$ cat config.mk
export PLATFORM = sky130hd
export DESIGN_NAME = hdmi_display_timing_ctrl_flat
export DESIGN_NICKNAME = d
export VERILOG_FILES = /design/src/rtl/hdmi_display_timing_ctrl_if.sv /design/src/rtl/hdmi_display_timing_ctrl.sv /design/src/flat_wrapper.sv
export SDC_FILE = /design/constraint.sdc
export NUM_CORES = 1
export LEC_CHECK = 0
export BUFFER_PORTS_ARGS = -buffer_cell sky130_fd_sc_hd__buf_2
export CORE_ASPECT_RATIO = 1.75
export CORE_MARGIN = 1
export CORE_UTILIZATION = 25
export DETAILED_ROUTE_END_ITERATION = 10
export GPL_TIMING_DRIVEN = 0
export PLACE_DENSITY = 0.44
export SYNTH_ARGS = -nofsm -noshare
export SYNTH_HDL_FRONTEND = slang
export SYNTH_SLANG_ARGS = --single-unit
$ cat constraint.sdc
create_clock -name i_clk -period 5.93 [get_ports i_clk]
set_clock_uncertainty 0.1 [all_clocks]
set_input_delay 1.186 -clock i_clk [delete_from_list [all_inputs] [get_ports i_clk]]
set_output_delay 1.186 -clock i_clk [all_outputs]
set_load 0.05 [all_outputs]
$ cat src/rtl/hdmi_display_timing_ctrl_if.sv
// Register-port bundle between a bus master (CPU/BFM) and the display timing controller.
// Strobes are single-cycle: WE commits WDATA to WADDR at the clock edge it is sampled high;
// RE captures RADDR and RDATA presents that word on the following cycle.
// There is no ready/backpressure and the slave accepts every strobe.
interface hdmi_display_timing_ctrl_if;
  logic        we;
  logic [5:0]  waddr;
  logic [31:0] wdata;
  logic        re;
  logic [5:0]  raddr;
  logic [31:0] rdata;

  modport master (output we, waddr, wdata, re, raddr, input rdata);
  modport slave  (input we, waddr, wdata, re, raddr, output rdata);
endinterface

$ cat src/rtl/hdmi_display_timing_ctrl.sv
// Register-mapped raster timing generator with double-buffered per-plane scan-out bases.
// Timing changes land at frame end; base flips commit at the first vertical-blank line.
module hdmi_display_timing_ctrl #(
  parameter int          C_PLANES           = 2,
  parameter int          C_ADDR_WIDTH       = 64,
  parameter int          C_CNT_BITS         = 12,
  parameter logic [63:0] C_DEFAULT_BASE     = 64'h00000000_80000000,
  parameter int          C_DEFAULT_H_LAST   = 2199,
  parameter int          C_DEFAULT_V_LAST   = 1124,
  parameter int          C_DEFAULT_H_ACT    = 1920,
  parameter int          C_DEFAULT_V_ACT    = 1080,
  parameter int          C_DEFAULT_HS_START = 2008,
  parameter int          C_DEFAULT_HS_END   = 2052,
  parameter int          C_DEFAULT_VS_START = 1084,
  parameter int          C_DEFAULT_VS_END   = 1089
) (
  input  logic                               i_clk,
  input  logic                               i_rst,
  hdmi_display_timing_ctrl_if.slave          s_reg,
  output logic [C_PLANES*C_ADDR_WIDTH-1:0]   o_front_base,
  output logic [C_CNT_BITS-1:0]              o_act_width,
  output logic [C_CNT_BITS-1:0]              o_act_height,
  output logic [C_CNT_BITS-1:0]              o_hcnt,
  output logic [C_CNT_BITS-1:0]              o_vcnt,
  output logic                               o_de,
  output logic                               o_hsync,
  output logic                               o_vsync,
  output logic                               o_vblank_start,
  output logic [C_PLANES-1:0]                o_flip_done,
  output logic                               o_irq
);

  localparam int HI_W = C_ADDR_WIDTH - 32;

  typedef logic [C_CNT_BITS-1:0]   cnt_t;
  typedef logic [C_ADDR_WIDTH-1:0] addr_t;

  typedef struct packed {
    cnt_t h_act;
    cnt_t h_last;
    cnt_t v_act;
    cnt_t v_last;
    cnt_t hs_start;
    cnt_t hs_end;
    cnt_t vs_start;
    cnt_t vs_end;
  } timing_t;

  localparam cnt_t    C_ONE = cnt_t'(1);
  localparam addr_t   C_BASE_RST = C_DEFAULT_BASE[C_ADDR_WIDTH-1:0];
  localparam timing_t C_TIMING_RST = '{
    h_act:    cnt_t'(C_DEFAULT_H_ACT),
    h_last:   cnt_t'(C_DEFAULT_H_LAST),
    v_act:    cnt_t'(C_DEFAULT_V_ACT),
    v_last:   cnt_t'(C_DEFAULT_V_LAST),
    hs_start: cnt_t'(C_DEFAULT_HS_START),
    hs_end:   cnt_t'(C_DEFAULT_HS_END),
    vs_start: cnt_t'(C_DEFAULT_VS_START),
    vs_end:   cnt_t'(C_DEFAULT_VS_END)
  };

  logic                r_en;
  logic                r_irq_en;
  logic                r_irq;
  timing_t             r_sh;
  timing_t             r_live;
  cnt_t                r_hcnt;
  cnt_t                r_vcnt;
  logic                r_de;
  logic                r_hsync;
  logic                r_vsync;
  logic                r_vblank_pulse;
  logic [C_PLANES-1:0] r_flip_done;
  logic [C_PLANES-1:0] r_pending;
  logic [HI_W-1:0]     r_staged_hi [C_PLANES];
  addr_t               r_shadow    [C_PLANES];
  addr_t               r_front     [C_PLANES];
  logic [31:0]         r_rdata;

  logic    w_wr_ctrl;
  logic    w_wr_status;
  logic    w_en_nxt;
  logic    w_frame_end;
  logic    w_vblank_start;
  logic    w_vblank_lvl;
  timing_t w_live_nxt;
  cnt_t    w_hcnt_nxt;
  cnt_t    w_vcnt_nxt;
  logic [31:0] w_rdata;

  assign w_wr_ctrl      = s_reg.we && (s_reg.waddr == 6'h00);
  assign w_wr_status    = s_reg.we && (s_reg.waddr == 6'h01);
  assign w_en_nxt       = w_wr_ctrl ? s_reg.wdata[0] : r_en;
  assign w_frame_end    = r_en && (r_hcnt == r_live.h_last) && (r_vcnt == r_live.v_last);
  assign w_vblank_start = r_en && (r_hcnt == '0) && (r_vcnt == r_live.v_act);
  assign w_vblank_lvl   = r_en && (r_vcnt >= r_live.v_act);
  // Live timing follows the shadows freely while stopped, otherwise only at frame end.
  assign w_live_nxt     = (!r_en || w_frame_end) ? r_sh : r_live;

  // Registered outputs are computed from next-state values so they line up with the counters.
  always_comb begin
    w_hcnt_nxt = '0;
    w_vcnt_nxt = '0;
    if (w_en_nxt && r_en) begin
      if (r_hcnt == r_live.h_last) begin
        w_vcnt_nxt = (r_vcnt == r_live.v_last) ? '0 : r_vcnt + C_ONE;
      end else begin
        w_hcnt_nxt = r_hcnt + C_ONE;
        w_vcnt_nxt = r_vcnt;
      end
    end
  end

  always_comb begin
    w_rdata = '0;
    case (s_reg.raddr)
      6'h00: w_rdata = {30'd0, r_irq_en, r_en};
      6'h01: begin
        w_rdata[31] = r_irq;
        w_rdata[0]  = w_vblank_lvl;
        for (int p = 0; p < C_PLANES; p++) w_rdata[4+p] = r_pending[p];
      end
      6'h02: w_rdata = {16'(r_sh.h_last), 16'(r_sh.h_act)};
      6'h03: w_rdata = {16'(r_sh.v_last), 16'(r_sh.v_act)};
      6'h04: w_rdata = {16'(r_sh.hs_end), 16'(r_sh.hs_start)};
      6'h05: w_rdata = {16'(r_sh.vs_end), 16'(r_sh.vs_start)};
      default: begin
        for (int p = 0; p < C_PLANES; p++) begin
          if (s_reg.raddr == 6'(16 + 2*p)) w_rdata = r_shadow[p][31:0];
          if (s_reg.raddr == 6'(17 + 2*p)) w_rdata = 32'(r_staged_hi[p]);
        end
      end
    endcase
  end

  always_ff @(posedge i_clk) begin
    if (i_rst) begin
      r_en           <= 1'b0;
      r_irq_en       <= 1'b0;
      r_irq          <= 1'b0;
      r_sh           <= C_TIMING_RST;
      r_live         <= C_TIMING_RST;
      r_hcnt         <= '0;
      r_vcnt         <= '0;
      r_de           <= 1'b0;
      r_hsync        <= 1'b0;
      r_vsync        <= 1'b0;
      r_vblank_pulse <= 1'b0;
      r_flip_done    <= '0;
      r_pending      <= '0;
      r_rdata        <= '0;
      for (int p = 0; p < C_PLANES; p++) begin
        r_staged_hi[p] <= C_BASE_RST[C_ADDR_WIDTH-1:32];
        r_shadow[p]    <= C_BASE_RST;
        r_front[p]     <= C_BASE_RST;
      end
    end else begin
      if (w_wr_ctrl) begin
        r_en     <= s_reg.wdata[0];
        r_irq_en <= s_reg.wdata[1];
      end
      if (s_reg.we) begin
        case (s_reg.waddr)
          6'h02: begin
            r_sh.h_act  <= s_reg.wdata[C_CNT_BITS-1:0];
            r_sh.h_last <= s_reg.wdata[16 +: C_CNT_BITS];
          end
          6'h03: begin
            r_sh.v_act  <= s_reg.wdata[C_CNT_BITS-1:0];
            r_sh.v_last <= s_reg.wdata[16 +: C_CNT_BITS];
          end
          6'h04: begin
            r_sh.hs_start <= s_reg.wdata[C_CNT_BITS-1:0];
            r_sh.hs_end   <= s_reg.wdata[16 +: C_CNT_BITS];
          end
          6'h05: begin
            r_sh.vs_start <= s_reg.wdata[C_CNT_BITS-1:0];
            r_sh.vs_end   <= s_reg.wdata[16 +: C_CNT_BITS];
          end
          default: ;
        endcase
      end

      r_live  <= w_live_nxt;
      r_hcnt  <= w_hcnt_nxt;
      r_vcnt  <= w_vcnt_nxt;
      r_de    <= w_en_nxt && (w_hcnt_nxt < w_live_nxt.h_act) && (w_vcnt_nxt < w_live_nxt.v_act);
      r_hsync <= w_en_nxt && (w_hcnt_nxt >= w_live_nxt.hs_start) && (w_hcnt_nxt < w_live_nxt.hs_end);
      r_vsync <= w_en_nxt && (w_vcnt_nxt >= w_live_nxt.vs_start) && (w_vcnt_nxt < w_live_nxt.vs_end);
      r_vblank_pulse <= w_vblank_start;

      // A LO write racing vblank_start commits the old shadow and re-arms for next frame.
      for (int p = 0; p < C_PLANES; p++) begin
        r_flip_done[p] <= w_vblank_start && r_pending[p];
        if (w_vblank_start && r_pending[p]) r_front[p] <= r_shadow[p];
        if (s_reg.we && (s_reg.waddr == 6'(16 + 2*p))) begin
          r_shadow[p]  <= {r_staged_hi[p], s_reg.wdata};
          r_pending[p] <= 1'b1;
        end else if (w_vblank_start) begin
          r_pending[p] <= 1'b0;
        end
        if (s_reg.we && (s_reg.waddr == 6'(17 + 2*p))) r_staged_hi[p] <= s_reg.wdata[HI_W-1:0];
      end

      if (w_vblank_start && r_irq_en) r_irq <= 1'b1;
      else if (w_wr_status && s_reg.wdata[31]) r_irq <= 1'b0;

      if (s_reg.re) r_rdata <= w_rdata;
    end
  end

  for (genvar gp = 0; gp < C_PLANES; gp++) begin : g_base
    assign o_front_base[gp*C_ADDR_WIDTH +: C_ADDR_WIDTH] = r_front[gp];
  end

  assign s_reg.rdata    = r_rdata;
  assign o_act_width    = r_live.h_act;
  assign o_act_height   = r_live.v_act;
  assign o_hcnt         = r_hcnt;
  assign o_vcnt         = r_vcnt;
  assign o_de           = r_de;
  assign o_hsync        = r_hsync;
  assign o_vsync        = r_vsync;
  assign o_vblank_start = r_vblank_pulse;
  assign o_flip_done    = r_flip_done;
  assign o_irq          = r_irq && r_irq_en;

endmodule

$ cat src/flat_wrapper.sv
// flat-port wrapper written by rule: the top's interface ports become plain ports
module hdmi_display_timing_ctrl_flat 
#(
  parameter int          C_PLANES           = 2,
  parameter int          C_ADDR_WIDTH       = 64,
  parameter int          C_CNT_BITS         = 12,
  parameter logic [63:0] C_DEFAULT_BASE     = 64'h00000000_80000000,
  parameter int          C_DEFAULT_H_LAST   = 2199,
  parameter int          C_DEFAULT_V_LAST   = 1124,
  parameter int          C_DEFAULT_H_ACT    = 1920,
  parameter int          C_DEFAULT_V_ACT    = 1080,
  parameter int          C_DEFAULT_HS_START = 2008,
  parameter int          C_DEFAULT_HS_END   = 2052,
  parameter int          C_DEFAULT_VS_START = 1084,
  parameter int          C_DEFAULT_VS_END   = 1089
)
  (i_clk, i_rst, o_front_base, o_act_width, o_act_height, o_hcnt, o_vcnt, o_de, o_hsync, o_vsync, o_vblank_start, o_flip_done, o_irq, s_reg_we, s_reg_waddr, s_reg_wdata, s_reg_re, s_reg_raddr, s_reg_rdata);
  hdmi_display_timing_ctrl_if s_reg_i ();
  input  logic i_clk;
  input  logic i_rst;
  output logic [C_PLANES*C_ADDR_WIDTH-1:0] o_front_base;
  output logic [C_CNT_BITS-1:0] o_act_width;
  output logic [C_CNT_BITS-1:0] o_act_height;
  output logic [C_CNT_BITS-1:0] o_hcnt;
  output logic [C_CNT_BITS-1:0] o_vcnt;
  output logic o_de;
  output logic o_hsync;
  output logic o_vsync;
  output logic o_vblank_start;
  output logic [C_PLANES-1:0] o_flip_done;
  output logic o_irq;
  input wire logic [$bits(s_reg_i.we)-1:0] s_reg_we;
  input wire logic [$bits(s_reg_i.waddr)-1:0] s_reg_waddr;
  input wire logic [$bits(s_reg_i.wdata)-1:0] s_reg_wdata;
  input wire logic [$bits(s_reg_i.re)-1:0] s_reg_re;
  input wire logic [$bits(s_reg_i.raddr)-1:0] s_reg_raddr;
  output wire logic [$bits(s_reg_i.rdata)-1:0] s_reg_rdata;
  assign s_reg_i.we = s_reg_we;
  assign s_reg_i.waddr = s_reg_waddr;
  assign s_reg_i.wdata = s_reg_wdata;
  assign s_reg_i.re = s_reg_re;
  assign s_reg_i.raddr = s_reg_raddr;
  assign s_reg_rdata = s_reg_i.rdata;
  hdmi_display_timing_ctrl #(.C_PLANES(C_PLANES), .C_ADDR_WIDTH(C_ADDR_WIDTH), .C_CNT_BITS(C_CNT_BITS), .C_DEFAULT_BASE(C_DEFAULT_BASE), .C_DEFAULT_H_LAST(C_DEFAULT_H_LAST), .C_DEFAULT_V_LAST(C_DEFAULT_V_LAST), .C_DEFAULT_H_ACT(C_DEFAULT_H_ACT), .C_DEFAULT_V_ACT(C_DEFAULT_V_ACT), .C_DEFAULT_HS_START(C_DEFAULT_HS_START), .C_DEFAULT_HS_END(C_DEFAULT_HS_END), .C_DEFAULT_VS_START(C_DEFAULT_VS_START), .C_DEFAULT_VS_END(C_DEFAULT_VS_END)) u_core (.i_clk(i_clk), .i_rst(i_rst), .s_reg(s_reg_i), .o_front_base(o_front_base), .o_act_width(o_act_width), .o_act_height(o_act_height), .o_hcnt(o_hcnt), .o_vcnt(o_vcnt), .o_de(o_de), .o_hsync(o_hsync), .o_vsync(o_vsync), .o_vblank_start(o_vblank_start), .o_flip_done(o_flip_done), .o_irq(o_irq));
endmodule
Yosys cells after proc, flatten, opt, wreduce, memory -nomap -nowiden
Memories as Yosys holds them, arrays and structs flattened. Index checks and enable logic that the tools add are counted.

Register bits after elaboration: 259. Bits in writable memories: 320. Input port bits: 48. Output and inout port bits: 215. Memories: 3.

Memory list: u_core.r_front (words 2, width 64, read ports 2, clocked after Yosys merged registers in 0, wr ports 2, line hdmi_display_timing_ctrl.sv:77) `addr_t r_front [C_PLANES];`; u_core.r_shadow (words 2, width 64, read ports 2, clocked after Yosys merged registers in 0, wr ports 2, line hdmi_display_timing_ctrl.sv:76) `addr_t r_shadow [C_PLANES];`; u_core.r_staged_hi (words 2, width 32, read ports 2, clocked after Yosys merged registers in 0, wr ports 2, line hdmi_display_timing_ctrl.sv:75) `logic [HI_W-1:0] r_staged_hi [C_PLANES];`.

Add/subtract/negate cells: 2. $lt $le $gt $ge: 7. Eq/ne operators: 21. Multiplexer cells: 47. Bitwise operators: 6. Reductions and logical operators: 37.

Operator list (number): 2-to-1 mux 64 bit (4); 2-to-1 mux 32 bit (6); one-hot mux 25 bit (5 select lines) (1); 2-to-1 mux 96 bit (1); 2-to-1 mux 12 bit (5); equality test 6 x 5 -> 1 bit (second input constant) (8); < comparator 12 bit (4); equality test 12 bit (3); greater-or-equal comparator 12 bit (3); 2-to-1 mux 1 bit (26); adder 12 x 1 -> 12 bit (second input constant) (2); equality test 6 x 2 -> 1 bit (second input constant) (4); equality test 6 x 3 -> 1 bit (second input constant) (4); logical AND 1 bit (23); one-hot mux 3 bit (6 select lines) (1); equality test 6 x 1 -> 1 bit (second input constant) (2); logical NOT 12 bit (1); logical NOT 6 bit (2); one-hot mux 2 bit (6 select lines) (1); AND reduction 2 bit (4); OR 1 bit (6); one-hot mux 1 bit (6 select lines) (1); nonzero test 2 bit (3); OR reduction 5 bit (1); other kinds (4) (4).

Longest topological paths before layout
Depth in word-level cells: 8. Gate-level depth with buffers: 16.

Least setup slack after synthesis
Ideal clock, no wire load.

Path type: input-to-reg. Start point: in s_reg_waddr[3]. End point: mem u_core.r_shadow[0][0] (netlist name) (enable). Library setup time: 0.499 ns. Arrival time: 4.649 ns. Data required time: 5.331 ns. Setup slack: 0.682 ns. Stages on the path: 3. Path buffers: 0. Path through: nor3_1 -> nand4_1 -> o21bai_1.

RTL lines: from (decl) (line flat_wrapper.sv:33) `input wire logic [$bits(s_reg_i.waddr)-1:0] s_reg_waddr;`; to (decl) (line hdmi_display_timing_ctrl.sv:76).

Worst setup path after layout
Start point: in s_reg_waddr[1]. End point: reg u_core.r_hsync, in the netlist u_core.o_hsync.

Cells in the longest elaborated chain, start to end: 8.

Ends and longest elaborated chain: logical NOT 6 bit * (line hdmi_display_timing_ctrl.sv:91) `assign w_wr_ctrl = s_reg.we && (s_reg.waddr == 6'h00);`; logical AND 1 bit * (line hdmi_display_timing_ctrl.sv:91); 2-to-1 mux 1 bit * (line hdmi_display_timing_ctrl.sv:93) `assign w_en_nxt = w_wr_ctrl ? s_reg.wdata[0] : r_en;`; logical AND 1 bit * (line hdmi_display_timing_ctrl.sv:104) `if (w_en_nxt && r_en) begin`; 2-to-1 mux 12 bit * (line hdmi_display_timing_ctrl.sv:104); net u_core.w_hcnt_nxt[9] (line hdmi_display_timing_ctrl.sv:87) `cnt_t w_hcnt_nxt;`; greater-or-equal comparator 12 bit (line hdmi_display_timing_ctrl.sv:188) `r_hsync <= w_en_nxt && (w_hcnt_nxt >= w_live_nxt.hs_start) && (w_hcnt_nxt < w_live_nxt.hs_end);`; logical AND 1 bit (line hdmi_display_timing_ctrl.sv:188); logical AND 1 bit * (line hdmi_display_timing_ctrl.sv:188); to (signal assigned) (line hdmi_display_timing_ctrl.sv:188); to (decl) (line hdmi_display_timing_ctrl.sv:70) `logic r_hsync;`.

Mark *: on every way through the listed nets, which the timed path passes. The rest lies on a longest branch. A chain may end at the register's enable or synchronous reset.

==> summary.md <==
| Metric | Value |
|---|---|
| Final setup vio count | 0 |
| Share of layout cells above drive strength 1 | 0.176 |
| Largest family of logic cells by synthesized area | simple AND/OR/NAND/NOR gates |
| CP Capture Type | flip-flop |
| Async SR Flop Fraction | 0 |
| Port Buffers | 258 |
| Max Fclk | 0.188 GHz |
| Top cell type's share of synthesized area | 0.387 |
| Initial core utilization | 0.253 |
| Post-Syn Nets | 2,281 |
| Die Area | 101,000 um2 |
| Hpwl dp | 79.6 mm |
| Synthesis Warnings | 0 |
| Max-cap violations | 0 |
| Post-synth EDFFs | 320 |
| Pwr dens | 292 nW/um2 |
| First-pass GRT wire length | 137 mm |
| Adder-Cell Fraction of Synth Area | 0.0418 |
| DR vias | ~18,000 |
| Clk sink count | 579 |
| Worst setup margin | 0.604 ns |
| Number of DRC markers in iteration 0 | 1,149 |
| Drt first pass iters | 5 |
| Max_slew headroom | 0.194 |
| DRC | 0 |
| CP Data Arrival Time | about 5.7 ns |
| Synthesis-stage register bit count | 579 |
| Num ports | 263 |
| DRT antenna net count | 0 |
| Outcome | completed |
| Fill count | 10,200 |
| Synth area leaders | edfxtp_1 39%, dfxtp_1 21%, and2_1 6.5% |
| Drt total wl | 98.5 mm |
| Syn Std Cell Area | around 25,000 um2 |
| Pre-CTS setup slack | around 0.0066 ns |
| Clock period minus worst slack | approximately 5.3 ns |
| VDD IR-drop max | 0.224 mV |
| Worst-margin pin slew | 1.21 ns |
| Final Max Slew Viols | 0 |
| Die H | 419 um |
| Crit path max fanout | 10 |
| Largest net degree at the start of global routing | 65 |
| H-tree levels | 2 |
| Xor/xnor share of the synthesized area | 0.0159 |
| Post-synthesis average cell area | 11.5 um2 |
| Multiplexer share of the synthesized area | 0.0692 |
| Post-CTS sizing | 0 |
| Sequential share of the synthesized area | 0.596 |
| Routed WL per cell | 25.7 um |
| Final Hold Viols | 0 |
| Area Growth Syn to Fin | 20.4% |
| Fin nets | 2,604 |
| TritonCTS buffer count | between 50 and 60 |
| Simple-gate share of the synthesized area | 0.173 |
| P_leak | 12.3 nW |
| Most used flip-flop cell after synthesis | edfxtp_1 |
| RSZ-0062 raised after global routing | false |
| Synth top cells by count | 320 x edfxtp_1, 259 x dfxtp_1, 257 x and2_1 |
| Hold path depth | 2 |
| Critical Path Start Type | input port |
| Crit Path Category | in2reg |
| Cells after synthesis | about 2,200 |
| Vias in the first global route | 18,300 |
| GRT Total Usage | 0.194 |
| Total Power | roughly 8.7 mW |
| Worst reg-to-reg path cell count | 14 |
| Yosys cell types | 55 |
| Clock Latency Late Sink | 0.66 ns |
| Reg clk slew, reported paths | roughly 0.070 ns |
| Global placer's final weighted congestion | 0.930 |
| Core box area | 98,100 um2 |
| Worst path required time | 6.30 ns |
| Clk root buf | clkbuf_16 |
| Die width | 240 um |
| Compound-Gate Fraction of Synth Area | 0.0715 |
| Total grt overflow | 0 |
| TritonCTS clock tree | yes |
| Count leader, synth | edfxtp_1 |
| FP Rows | between 150 and 200 |
| Hold_buf cts | 0 |
| Vias per cell | around 4.6 |
| Post-CTS setup buffer count | 0 |
| Part of the cycle the worst path needs | 0.898 |
| Worst Hold Class | reg2reg |
| Buffer levels on the longest clock path | 3 |
| Cell taking the most area after synthesis | edfxtp_1 |
| Hold WS | 0.383 ns |
| Initial antenna violation count | 14 |
area by class of cell:
| type | instances | area (um2) | share of cell area |
|---|---|---|---|
| timing repair buffer | 265 | 1440 | 0.0482 |
| sequential | 579 | 14800 | 0.495 |
| antenna | 3 | 7.51 | 0.000251 |
| tap | 1309 | 1640 | 0.0548 |
| multi-input combinational | 1388 | 9270 | 0.310 |
| inverter | 33 | 124 | 0.00415 |
| clock inverter | 28 | 335 | 0.0112 |
| buffer | 150 | 684 | 0.0229 |
| clock buffer | 73 | 1590 | 0.0532 |
logic make-up (layout without fill, tap and decap cells):
kind of cell	count (synthesis)	count (layout)
adders and majority gates	83	83
buffers and inverters	183	549
AOI/OAI and AO/OA	265	265
DFF	579	579
xor gates and xnor gates	45	45
muxes	157	157
other	0	3
and+or+nand+nor	838	838
metal layers:
metal / part of all wire / up-vias / global-route usage / wire length [um]
met3: 0.046 / 198 / 0.0290 / 4530
met5: 0.00099 / - / 0 / 97
met4: 0.053 / 16 / 0.0954 / 5200
met2: 0.54 / 554 / 0.371 / 52900
li1: - / 8205 / - / -
met1: 0.36 / 8660 / 0.201 / 35700
layout by cell type, fill, tap and decap left out, types with 5 or more instances in the layout:
cell type	count
nand2_1	207
mux2i_1	122
buf_4	29
a211o_1	10
nor2_1	183
a221oi_1	45
and3_1	7
inv_1	33
o21a_1	5
clkbuf_8	6
clkinv_2	14
a21o_1	18
buf_2	268
mux4_2	9
a21oi_1	103
buf_1	7
edfxtp_1	320
nand3_1	21
nand3b_1	35
xor2_1	32
xnor2_1	13
o211ai_1	5
clkbuf_1	112
mux2_2	26
nor3_1	33
ha_1	83
clkbuf_16	59
nor2b_1	18
bufinv_16	6
a22o_1	23
dfxtp_1	259
buf_12	6
nand4_1	20
nand2b_1	32
and2_1	257
o21ai_0	29
registers in the layout, indices dropped and copies added (netlist names):
signal                 flops
u_core.r_front           128
u_core.r_shadow          128
u_core.r_sh               96
u_core.r_live             72
u_core.r_staged_hi        64
u_core.s_reg.rdata        32
u_core.o_act_height       12
u_core.o_act_width        12
u_core.o_hcnt             12
u_core.o_vcnt             12
u_core.o_flip_done         2
u_core.r_pending           2
u_core.o_de                1
u_core.o_hsync             1
u_core.o_vblank_start      1
u_core.o_vsync             1
u_core.r_en                1
u_core.r_irq               1
u_core.r_irq_en            1
metrics by stage:
stage | util | setup TNS [ns] | std cells | area [um2]
CTS | 0.304 | 0 | 3825 | 29900
detailed placement | 0.285 | 0 | 3724 | 27900
finish | 0.304 | 0 | 3828 | 29900
global placement | 0.283 | -253.29 | 3717 | 27700
global route | 0.304 | 0 | 3827 | 29900
floorplan | - | 0 | 2150 | 24800
where the power goes:
part           internal (mW)  total [mW]  switching (mW)
clock                   2.15        3.82            1.67
combinational          0.130       0.521           0.391
sequential              4.33        4.38          0.0547
path summary, 6_finish.rpt:
check / startpoint / slack, ns / end
max: s_reg_waddr[1] / 0.60 / u_core.o_hsync$_SDFF_PP0_
min: u_core.r_sh[36]$_SDFFE_PP0P_ / 0.38 / u_core.r_sh[36]$_SDFFE_PP0P_
max reg2reg: u_core.o_hcnt[0]$_SDFF_PP0_ / 0.75 / u_core.o_hsync$_SDFF_PP0_
min reg2reg: u_core.r_sh[36]$_SDFFE_PP0P_ / 0.38 / u_core.r_sh[36]$_SDFFE_PP0P_
worst max-delay path, stage by stage:
cell and delay [ns]:
clkbuf_1 0.42, nor2b_1 0.21, nand3_1 0.27, o21a_1 0.23, nand2_1 0.26, clkbuf_1 0.28
nor2_1 0.76, ha_1 0.37, nand3_1 0.12, nor3_1 0.17, a2111oi_0 0.48, o211ai_1 0.33
a311oi_1 0.60
No activity file was read; power rests on OpenSTA's default activity.
